## src/rtl/seq_dec_pkg.sv

```systemverilog
// Shared types and helpers for the one-hot sequencing decoder.
// Helpers work on a MAX_OUT-wide vector; callers slice down to their line count.
package seq_dec_pkg;

  typedef enum logic [1:0] {S_IDLE, S_HOLD, S_SCAN} state_t;

  localparam int MAX_OUT = 256;

  function automatic logic [MAX_OUT-1:0] onehot(input int unsigned idx, input int unsigned width);
    logic [MAX_OUT-1:0] v;
    v = '0;
    if (idx < width && idx < MAX_OUT) v[idx] = 1'b1;
    return v;
  endfunction

  function automatic logic [MAX_OUT-1:0] apply_pol(input logic [MAX_OUT-1:0] pattern,
                                                   input logic act_low);
    return act_low ? ~pattern : pattern;
  endfunction

endpackage

```

## src/rtl/seq_decoder_nx_dec_onehot.sv

```systemverilog
// Combinational SEL_W -> 2**SEL_W one-hot decoder; en=0 yields no active line.
module dec_onehot
  import seq_dec_pkg::*;
#(
  parameter  int SEL_W = 3,
  localparam int OUT_N = 2**SEL_W
) (
  input  logic [SEL_W-1:0] sel,
  input  logic             en,
  output logic [OUT_N-1:0] lines
);

  logic [MAX_OUT-1:0] full;

  always_comb begin
    full  = onehot(32'(sel), OUT_N);
    lines = en ? full[OUT_N-1:0] : '0;
  end

endmodule

```

## src/rtl/seq_decoder_nx.sv

```systemverilog
// Registered one-hot decoder with valid/ready on both sides and a scan mode
// that walks the active line across all outputs, DWELL accepted beats per line.
module seq_decoder_nx
  import seq_dec_pkg::*;
#(
  parameter  int SEL_W   = 3,
  parameter  bit ACT_LOW = 1'b0,
  parameter  int DWELL   = 4,
  localparam int OUT_N   = 2**SEL_W
) (
  input  logic             clk,
  input  logic             rst,
  input  logic             mode,
  input  logic             en,
  input  logic [SEL_W-1:0] sel,
  input  logic             in_valid,
  output logic             in_ready,
  output logic [OUT_N-1:0] dout,
  output logic [SEL_W-1:0] idx,
  output logic             out_valid,
  input  logic             out_ready
);

  localparam int DW_W = $clog2(DWELL+1);
  localparam logic [OUT_N-1:0] IDLE_PAT = {OUT_N{ACT_LOW}};
  localparam logic [DW_W-1:0]  DW_LAST  = DW_W'(DWELL-1);

  state_t             state;
  logic [DW_W-1:0]    dwell;
  logic [SEL_W-1:0]   dec_sel;
  logic               dec_en;
  logic [OUT_N-1:0]   raw;
  logic [MAX_OUT-1:0] pol_full;
  logic [OUT_N-1:0]   active;
  logic               accept;

  // One decoder serves both paths: scan feeds the next index, scan entry feeds 0.
  always_comb begin
    dec_sel = sel;
    dec_en  = en;
    if (state == S_SCAN) begin
      dec_sel = idx + SEL_W'(1);
      dec_en  = 1'b1;
    end else if (state == S_IDLE && mode) begin
      dec_sel = '0;
      dec_en  = 1'b1;
    end
  end

  dec_onehot #(.SEL_W(SEL_W)) u_dec (
    .sel   (dec_sel),
    .en    (dec_en),
    .lines (raw)
  );

  always_comb begin
    pol_full = apply_pol(MAX_OUT'(raw), ACT_LOW);
    active   = pol_full[OUT_N-1:0];
  end

  always_comb begin
    in_ready = 1'b0;
    if (!rst) begin
      case (state)
        S_IDLE:  in_ready = 1'b1;
        S_HOLD:  in_ready = out_ready && !mode;
        default: in_ready = 1'b0;
      endcase
    end
  end

  assign accept = in_valid && in_ready && !mode;

  always_ff @(posedge clk) begin
    if (rst) begin
      state     <= S_IDLE;
      dout      <= IDLE_PAT;
      idx       <= '0;
      out_valid <= 1'b0;
      dwell     <= '0;
    end else begin
      case (state)
        S_IDLE: begin
          if (mode) begin
            state     <= S_SCAN;
            dout      <= active;
            idx       <= '0;
            out_valid <= 1'b1;
            dwell     <= '0;
          end else if (accept) begin
            state     <= S_HOLD;
            dout      <= active;
            idx       <= en ? sel : '0;
            out_valid <= 1'b1;
          end
        end
        S_HOLD: begin
          if (out_ready) begin
            if (accept) begin
              dout <= active;
              idx  <= en ? sel : '0;
            end else begin
              state     <= S_IDLE;
              dout      <= IDLE_PAT;
              idx       <= '0;
              out_valid <= 1'b0;
            end
          end
        end
        S_SCAN: begin
          // Leaving scan wins over a dwell advance in the same beat.
          if (out_ready) begin
            if (!mode) begin
              state     <= S_IDLE;
              dout      <= IDLE_PAT;
              idx       <= '0;
              out_valid <= 1'b0;
              dwell     <= '0;
            end else if (dwell == DW_LAST) begin
              dwell <= '0;
              idx   <= idx + SEL_W'(1);
              dout  <= active;
            end else begin
              dwell <= dwell + DW_W'(1);
            end
          end
        end
        default: begin
          state     <= S_IDLE;
          dout      <= IDLE_PAT;
          idx       <= '0;
          out_valid <= 1'b0;
          dwell     <= '0;
        end
      endcase
    end
  end

endmodule

```

## config.mk

```make
export PLATFORM = sky130hd
export DESIGN_NAME = seq_decoder_nx
export DESIGN_NICKNAME = d
export VERILOG_FILES = /design/src/rtl/seq_dec_pkg.sv /design/src/rtl/seq_decoder_nx_dec_onehot.sv /design/src/rtl/seq_decoder_nx.sv
export SDC_FILE = /design/constraint.sdc
export NUM_CORES = 1
export LEC_CHECK = 0
export BUFFER_PORTS_ARGS = -buffer_cell sky130_fd_sc_hd__buf_2
export CAP_MARGIN = 15
export CORE_MARGIN = 3
export CORE_UTILIZATION = 30
export CTS_BUF_LIST = sky130_fd_sc_hd__clkbuf_2
export DETAILED_ROUTE_END_ITERATION = 10
export PLACE_DENSITY = 0.54
export SYNTH_ARGS = -nofsm -noshare
export SYNTH_HDL_FRONTEND = slang
export SYNTH_SLANG_ARGS = --single-unit
```

## constraint.sdc

```tcl
create_clock -name clk -period 3.2 [get_ports clk]
set_clock_uncertainty 0.2 [all_clocks]
set_input_delay 0.48 -clock clk [delete_from_list [all_inputs] [get_ports clk]]
set_output_delay 0.48 -clock clk [all_outputs]
set_load 0.05 [all_outputs]
```

Yosys cells after proc, flatten, opt, wreduce, memory -nomap -nowiden. Index checks and enable logic that the tools add are counted.

Word-level logic and storage cells: 75. Flip-flop bits (word level): 17. Output and inout port bits: 13.

Equal/unequal tests: 10. Reduce and logical (&&, ||, !) cells: 10. Mux-type cells: 45. Magnitude comparators: 2. Add/sub/neg operators: 2. Bitwise gates (word level): 1.

Operators with widths (number): 2-to-1 mux 8 bit (8); 2-to-1 mux 3 bit (14); case mux 8 bit (3 select lines) (1); case mux 3 bit (3 select lines) (2); 2-to-1 mux 2 bit (6); 2-to-1 mux 1 bit (10); inequality test 2 bit (second input constant) (5); < comparator 3 x 9 -> 1 bit (second input constant) (1); adder 3 x 1 -> 3 bit (second input constant) (2); case mux 2 bit (3 select lines) (1); logical AND 1 bit (5); AND reduction 5 bit (1); AND reduction 4 bit (1); demux 1 bit (select 3 bit) (1); == test 3 x 2 -> 1 bit (second input constant) (1); >= comparator 3 x 1 -> 1 bit (second input constant) (1); inequality test 3 x 2 -> 1 bit (second input constant) (1); inequality test 3 bit (second input constant) (1); case mux 1 bit (3 select lines) (1); AND reduction 3 bit (1); == test 2 x 1 -> 1 bit (second input constant) (1); == test 2 bit (second input constant) (1); logical NOT 2 bit (1); case mux 1 bit (2 select lines) (1); other kinds (2) (2).

Logic depth before layout (Yosys ltp). Gate-level depths: netlist of run 1.

Depth in word-level cells: 13. Mapped depth: 5. Depth with buffers taken out: 5.

Hierarchy. From an unflattened synthesis of run 1, not the netlist that was laid out.

Cells, all modules: 101. Area total of the unflattened synthesis: 949.7 µm².

Modules (own cells, without submodules): seq_decoder_nx (times used 1, area an instance 853.3 µm², cells each 93, seq. area each 340.3 µm²); dec_onehot (times used 1, area an instance 96.3 µm², cells each 8, seq. area each 0.0 µm²).

Least setup slack after synthesis of run 1. No wires, ideal clock.

Path type: input to output. Start point: input port mode. End point: output port in_ready. Path buffers: 1. Arrival time: 2.009 ns. Stages: 3. Required time: 2.520 ns. Setup slack: 0.511 ns. Path through: buf_2 -> nand2b_1 -> a211oi_1.

Longest elaborated chain between the ends: 4.

RTL lines: start, declared (RTL line seq_decoder_nx.sv:13) `input logic mode,`; logical NOT 1 bit; logical AND 1 bit (RTL line seq_decoder_nx.sv:66) `S_HOLD: in_ready = out_ready && !mode;`; case mux 1 bit (2 select lines) (RTL line seq_decoder_nx.sv:64) `case (state)`; 2-to-1 mux 1 bit (RTL line seq_decoder_nx.sv:63) `if (!rst) begin`; end, declared (RTL line seq_decoder_nx.sv:17) `output logic in_ready,`.

Every way passes these cells.

Final worst setup path of run 1. Ends and elaborated chain as after synthesis.

==> reports/results.env, run 1 <==
RUN_STATUS='complete, no violations'
PIN_COUNT_OF_THE_BIGGEST_NET_ENTERING_GLOBAL_ROUTING=19
TRITONCTS='yes'
CTSROOTBUFFERMASTER='clkbuf_2'
YOSYS-MUX-AREA-FRACTION_PCT=0
NUMBER_OF_PLACEMENT_ROWS=20
GP_CONGESTION=0.747
TRITONCTS_NUM_SINKS=17
MAX_CAP_VIOL_COUNT=0
START_UTIL_PCT=31.7
AREA_DELTA_SYNTH_FINAL_PCT=15.2
YOSYSMOSTFREQUENTCELL='dfxtp_1'
NETLIST.TOP_CELL.BY_AREA='dfxtp_1'
TIMING.CRITICAL_PATH.ARRIVAL_NS=1.39
MAX_FREQ_GHz=0.483
DIE-AREA_UM2=3980
DIE_WIDTH_UM=63.1
SETUP_VIOL_COUNT_FINAL=0
CLOCK_PATH_BUFFERS=2
SYN_AREA_PER_CELL_UM2=9.31
SYNTHESIS.NETS=116
DP_HPWL_UM=1700
HOLDCRITPATHCLASS='reg2reg'
SYNTH_SIMPLE_GATE_AREA_SHARE_PCT=25.7
SLEW_LIMIT_FAILS=0
CRITICAL_PATH.ENDPOINT_TYPE='output port'
DRC=0
DRIVE_GT1_SHARE_PCT=27.2
SLEW_HEADROOM_PCT=65.3
HOLD_BUFFER_COUNT_AT_CTS=0
CRITPATHREQUIREDTIME_NS=2.52
FINAL.PERIOD_UTILIZATION_PCT=64.7
POST_SYNTH_ARST_SHARE_PCT=0
YOSYS_REGISTER_BITS=17
SYNTH_TOP_CELLS_BY_AREA='dfxtp_1 35%, a32o_1 6.1%, a21oi_1 4.1%, nand3b_1 3.1%, a2111oi_0 2.7%'
NETLIST-CELL-TYPE-COUNT=42
STARTPOINT_TYPE='input port'
MAX-VDD-IR-DROP_mV=0.140
YS.WARNINGS.COUNT=0
GRT_SETUP_UNREPAIRED='false'
DETAIL_ROUTE.WL_PER_CELL_UM=13.2
MET3_USAGE_PCT=2.50
CORE_UM2=3080
POWERDENSITY_nW_PER_UM2=394
DPL-INSTANCE-AREA_UM2=1110
FIRST_PASS_ITERS=4
MAXIMUM_FANOUT_ALONG_THE_WORST_PATH=14
BUSIEST_LAYER='met2'
TNS_NS=0
SYNTH.CELL_AREA_UM2=977
POST-PLACE-WS_NS=1.15
FINALWIRELENGTH_UM=2240
REPORT.FINAL.HOLD_VIOL_COUNT=0
NUMCTSBUFFERS=3
YOSYSSEQAREASHARE_PCT=34.8
VIAS_IN_THE_FIRST_GLOBAL_ROUTE=890
SHARE_OF_THE_SYNTHESIZED_AREA_IN_THE_TOP_CELL_TYPE_PCT=34.8
WORSTSETUPPATHTYPE='in2out'
GRT_FIRST_PASS_WIRELENGTH_UM=4050
DIEHEIGHT_UM=63.1
YOSYS.AREA_SHARE.XOR_XNOR_PCT=0.896
H_TREE_DEPTH=1
POST_CTS_BUFFERS=0
N_ANTENNA_CELL=0
LAYOUT.FILLER_CELLS=315
PORTBUFFERS=21
SYNTH-MAIN-FF-CELL='dfxtp_1'
GRTUSAGETOTAL_PCT=12.5
GRT.OVERFLOW.TOTAL=0
DR.FIRST_ITER.DRC_COUNT=36
TOTAL_VIAS_IN_THE_FINAL_ROUTE=889
GRT.MET1_USAGE_PCT=16.3
NETS=137
PERIOD_MINUS_SLACK_NS=2.07
INSERTION_DELAY_NS=0.29
AVERAGE_VIA_COUNT_PER_STANDARD_CELL=5.26
MET2_USAGE_PCT=19.9
CLKTRANSATPATHREGS_NS=0.17
CTS_RESIZED=0
LEADING_POST_SYNTHESIS_CELLS_BY_INSTANCE_COUNT='17 x dfxtp_1, 8 x a21oi_1, 6 x a32o_1, 6 x nand2_1, 5 x nor2_1'
SYNTHCELLS=105
IO_PINS=22
SYNTH_COMPOUND_AREA_SHARE_PCT=31.6
MAIN_COMBINATIONAL_CELL_FAMILY_BY_AREA_AFTER_SYNTHESIS='compound AO/OA/AOI/OAI gates'
DETAIL-ROUTE-ANTENNA-NETS=0
STATIC-LEAKAGE-POWER_nW=0.470
TIGHTESTPINTRANSITION_NS=0.519
SYNTH-EDFF-COUNT=0
POST_SYNTH_FA_HA_MAJ_AREA_FRACTION_PCT=2.56
FINAL.SETUP.WORST_SLACK_NS=1.13
ANTENNA_FOUND_INITIAL=0
STDCELL_AREA_UM2=1130
[worst max-delay path, stage by stage]
cell and delay [ns]:
buf_2 0.17, nand2b_1 0.20, a211oi_1 0.24, buf_2 0.30
[area by class of cell]
| cell class | count | area, um2 | share of cell area [%] |
|---|---|---|---|
| multi-input cells | 80 | 594 | 52.8 |
| flip-flops and latches | 17 | 340 | 30.2 |
| clock inverters | 1 | 5.00 | 0.444 |
| inverters | 3 | 11.3 | 1.00 |
| repair buffers | 21 | 105 | 9.33 |
| well taps | 44 | 55.1 | 4.89 |
| clock buffers | 3 | 15.0 | 1.33 |
[sequential cells by signal, indices dropped and copies added, names as in the netlist]
| signal | cells |
|---|---|
| dwell | 3 |
| out_valid | 1 |
| idx | 3 |
| state | 2 |
| dout | 8 |
[final timing paths]
| kind | from | endpoint | slack (ns) | cells after the start |
|---|---|---|---|---|
| worst min register to register | dwell[1]$_SDFFE_PP0P_ | dwell[1]$_SDFFE_PP0P_ | 0.28 | 2 |
| worst max-delay path | mode | in_ready | 1.13 | 4 |
| worst min-delay path | dwell[1]$_SDFFE_PP0P_ | dwell[1]$_SDFFE_PP0P_ | 0.28 | 2 |
| worst max register to register | state[0]$_SDFFE_PP0P_ | dout[4]$_SDFFE_PP0P_ | 1.19 | 4 |
[kinds of logic (layout without fill, tap and decap cells)]
| kind of cell | count (synthesis) | count (layout) |
|---|---|---|
| DFF | 17 | 17 |
| xor gates and xnor gates | 1 | 1 |
| and+or+nand+nor | 38 | 38 |
| adders and majority gates | 2 | 2 |
| buffers and inverters | 8 | 28 |
| AOI/OAI and AO/OA | 39 | 39 |
[metrics by stage]
stage / total power [mW] / instances / utilization [%] / hold slack [ns]
floorplan: 0.323 / 105 / - / 0.236
global placement: 0.349 / 165 / 35.9 / 0.246
detailed placement: 0.351 / 165 / 35.9 / 0.256
CTS: 0.450 / 169 / 36.6 / 0.284
global route: 0.479 / 169 / 36.6 / 0.299
finish: 0.444 / 169 / 36.6 / 0.276
[metal layers]
| metal | vias to the layer above | wire length, um |
|---|---|---|
| met3 | 2 | 102 |
| met5 | - | 0 |
| met4 | 0 | 18 |
| met1 | 420 | 1100 |
| met2 | 18 | 1010 |
| li1 | 449 | - |
[placed cells by master, fill, tap and decap left out, types with 2 or more instances in the layout]
master and count:
buf_2 21, dfxtp_1 17, a21oi_1 8, nand2_1 6, a32o_1 6, nor2_1 5
o21ai_0 4, nand3b_1 4, nand2b_1 3, inv_1 3, a2111oi_0 3, nor2b_1 3
o211ai_1 3, a22oi_1 3, clkbuf_2 3, a211oi_1 2, and3_1 2, and2b_1 2
or3b_1 2, a22o_1 2, a32o_2 2, ha_1 2
[power by group]
group | switching, mW | leakage [nW] | internal (mW)
logic | 0.0756 | 0.315 | 0.0403
clock network | 0.0691 | 0.0164 | 0.0283
registers | 0.0104 | 0.138 | 0.220
(Power assumes the default switching activity.)
==> inputs of run 2 (changes only) <==
--- a/config.mk
+++ b/config.mk
@@ -5,6 +5,7 @@
 export SDC_FILE = /design/constraint.sdc
 export NUM_CORES = 1
 export LEC_CHECK = 0
+export ABC_AREA = 1
 export BUFFER_PORTS_ARGS = -buffer_cell sky130_fd_sc_hd__buf_2
 export CAP_MARGIN = 15
 export CORE_MARGIN = 3
==> constraint.sdc (replaced) <==
create_clock -name clk -period 2 [get_ports clk]
set_clock_uncertainty 0.2 [all_clocks]
set_input_delay 0.3 -clock clk [delete_from_list [all_inputs] [get_ports clk]]
set_output_delay 0.3 -clock clk [all_outputs]
set_load 0.05 [all_outputs]
==> reports/results.env, run 2 <==
CRITICAL_PATH.ENDPOINT_TYPE='output port'
FF2FF_PATH_DEPTH=11
GP_CONGESTION=0.787
SLOWEST_STAGE='dfxtp_2'
DETAIL_ROUTE.WL_PER_CELL_UM=9.41
CLOCK_POWER_SHARE_PCT=18.1
DP_HPWL_UM=1850
SYNTHESIS.NETS=189
DRC=0
GRT_FIRST_PASS_WIRELENGTH_UM=4260
GRT.OVERFLOW.TOTAL=0
NETLIST-CELL-TYPE-COUNT=19
SYNTH-MAIN-FF-CELL='dfxtp_1'
MAX-VDD-IR-DROP_mV=0.230
N_ANTENNA_CELL=0
AVERAGE_VIA_COUNT_PER_STANDARD_CELL=4.33
MAX_FREQ_GHz=0.547
NUMCTSBUFFERS=3
DR.FIRST_ITER.DRC_COUNT=29
PWR-SHARE-SEQ_PCT=44.1
TRITONCTS='yes'
INSERTION_DELAY_NS=0.29
SYNTH.CELL_AREA_UM2=1060
YOSYSMOSTFREQUENTCELL='nand2_1'
DIE-AREA_UM2=4290
SWITCHING_SHARE_OF_POWER_PCT=42.0
FINAL.PERIOD_UTILIZATION_PCT=91.4
NETS=214
LEADING_POST_SYNTHESIS_CELLS_BY_INSTANCE_COUNT='53 x nand2_1, 35 x nor2_1, 27 x inv_1, 17 x dfxtp_1, 12 x a21oi_1'
POWER_mW=0.857
YOSYSSEQAREASHARE_PCT=32.1
AREA_DELTA_SYNTH_FINAL_PCT=17.6
SETUP_VIOL_COUNT_FINAL=0
TOTAL_VIAS_IN_THE_FINAL_ROUTE=1064
STARTPOINT_TYPE='flip-flop'
CRIT_TOP_CELL='nor2_1'
WORSTSETUPPATHTYPE='reg2out'
WORSTPATHCELLLIST='inv_1, nand2_1, nor2_1, nor2_1, nor2_1, clkbuf_4'
ANTENNA_FOUND_INITIAL=0
SHARE_OF_THE_SYNTHESIZED_AREA_IN_THE_TOP_CELL_TYPE_PCT=32.1
CRITPATHREQUIREDTIME_NS=1.50
NUMBER_OF_PLACEMENT_ROWS=20
TNS_NS=0
PORTBUFFERS=21
CTSROOTBUFFERMASTER='clkbuf_2'
R2R_SLACK_NS=0.28
HOLDCRITPATHCLASS='in2reg'
LARGEST_REGISTER_FFS=8
H_TREE_DEPTH=1
GRTUSAGETOTAL_PCT=12.5
LARGEST_REGISTER='dout'
FIRST_PASS_ITERS=4
DIEHEIGHT_UM=65.5
DRIVE_GT1_SHARE_PCT=21.8
SLEW_LIMIT_FAILS=0
POST-PLACE-WS_NS=0.186
REPORT.FINAL.HOLD_VIOL_COUNT=0
GRT_SETUP_UNREPAIRED='false'
CLKTRANSATPATHREGS_NS=0.17
SLEW_HEADROOM_PCT=77.8
COMBINATIONALPOWERSHARE_PCT=37.9
CLOCK_PATH_BUFFERS=2
FINALWIRELENGTH_UM=2320
LAYOUT_COMMONEST_CELL='nand2_1'
POWERDENSITY_nW_PER_UM2=687
SYNTH_TOP_CELLS_BY_AREA='dfxtp_1 32%, nand2_1 19%, nor2_1 12%, inv_1 9.6%, nor2_2 5.9%'
CELLINTERNALPOWER_mW=0.497
STATIC-LEAKAGE-POWER_nW=0.634
FINAL.SETUP.WORST_SLACK_NS=0.173
PIN_COUNT_OF_THE_BIGGEST_NET_ENTERING_GLOBAL_ROUTING=19
CORE_UM2=3200
IO_PINS=22
LEADING_REGISTERS_BY_FLOP_COUNT='dout: 8 flops, dwell: 3 flops, idx: 3 flops'
LARGEST_INCREMENTAL_DELAY_ON_THE_CRITICAL_PATH_NS=0.39
RUN_STATUS='complete, no violations'
TIMING.CRITICAL_PATH.ARRIVAL_NS=1.33
HOLD_PATH_DEPTH=3
TIGHTESTPINTRANSITION_NS=0.331
VIAS_IN_THE_FIRST_GLOBAL_ROUTE=969
HOLD_BUFFER_COUNT_AT_CTS=0
TRITONCTS_NUM_SINKS=17
POST_SYNTH_ARST_SHARE_PCT=0
DIE_WIDTH_UM=65.5
MAX_CAP_VIOL_COUNT=0
YS.WARNINGS.COUNT=0
DETAIL-ROUTE-ANTENNA-NETS=0
START_UTIL_PCT=33.1
MAXIMUM_FANOUT_ALONG_THE_WORST_PATH=7
SYNTH-EDFF-COUNT=0
SYN_AREA_PER_CELL_UM2=5.96
FINAL_CELL_MIX='53 x nand2_1, 34 x nor2_1, 27 x inv_1'
P_SW_mW=0.360
YOSYS_REGISTER_BITS=17
NETLIST.TOP_CELL.BY_AREA='dfxtp_1'
SYNTHCELLS=178
PERIOD_MINUS_SLACK_NS=1.83
==> run 2: cell type report <==
type / instances / area [um2]
Multi-Input combinational cell: 130 / 599
Sequential cell: 17 / 343
Timing Repair Buffer: 23 / 123
Fill cell: 385 / 1960
Tap cell: 44 / 55.1
Inverter: 28 / 108
Clock inverter: 1 / 5.00
Clock buffer: 3 / 15.0
==> run 2: cell families (layout without fill, tap and decap cells) <==
family                     count (synthesis)  in the layout  synth area share [%]
buffers and inverters                     31             55                  11.7
adders and majority gates                  2              2                  2.36
AOI/OAI and AO/OA                         15             15                  7.55
and+or+nand+nor                          113            113                  46.3
DFF                                       17             17                  32.1
==> run 2: routing by layer <==
layer | global-route usage, % | wire [um] | vias to the layer above
met2 | 17.7 | 939 | 15
met1 | 18.8 | 1250 | 461
li1 | - | - | 586
met5 | 0 | 0 | -
met3 | 2.05 | 102 | 2
met4 | 3.89 | 19 | 0
==> run 2: worst max-delay path: cells and delay by family, from the launching register on <==
kind          cells  cell delay, ns
flops             1            0.39
simple gates      4            0.32
buf+inv           2            0.33
==> run 2: metrics by stage <==
| step | area, um2 | hold WS [ns] | util [%] | std cells |
|---|---|---|---|---|
| floorplan | 1060 | 0.244 | - | 178 |
| global placement | 1220 | 0.254 | 38.0 | 242 |
| detailed placement | 1220 | 0.255 | 38.0 | 242 |
| CTS | 1240 | 0.0770 | 38.6 | 246 |
| global route | 1250 | 0.0833 | 38.9 | 246 |
| finish | 1250 | 0.0874 | 38.9 | 246 |
==> run 2: worst paths after layout <==
kind                     startpoint                     end
max reg2reg   dwell[0]$_SDFFE_PP0P_    dout[1]$_SDFFE_PP0P_
min                            mode   state[1]$_SDFFE_PP0P_
max           state[1]$_SDFFE_PP0P_                in_ready
min reg2reg  out_valid$_SDFFE_PP0P_  out_valid$_SDFFE_PP0P_
==> run 2: power by group through the flow <==
stage               combinational, mW  sequential [mW]  clock (mW)
floorplan                       0.207            0.430           0
finish                          0.325            0.378       0.155
detailed placement              0.321            0.383           0
CTS                             0.323            0.376       0.170
global route                    0.366            0.382       0.185
global placement                0.325            0.382           0
==> run 2: repair_timing <==
item	CTS	global route
gates resized for setup	0	6
setup buffers	0	0
setup endpoints to repair	0	2
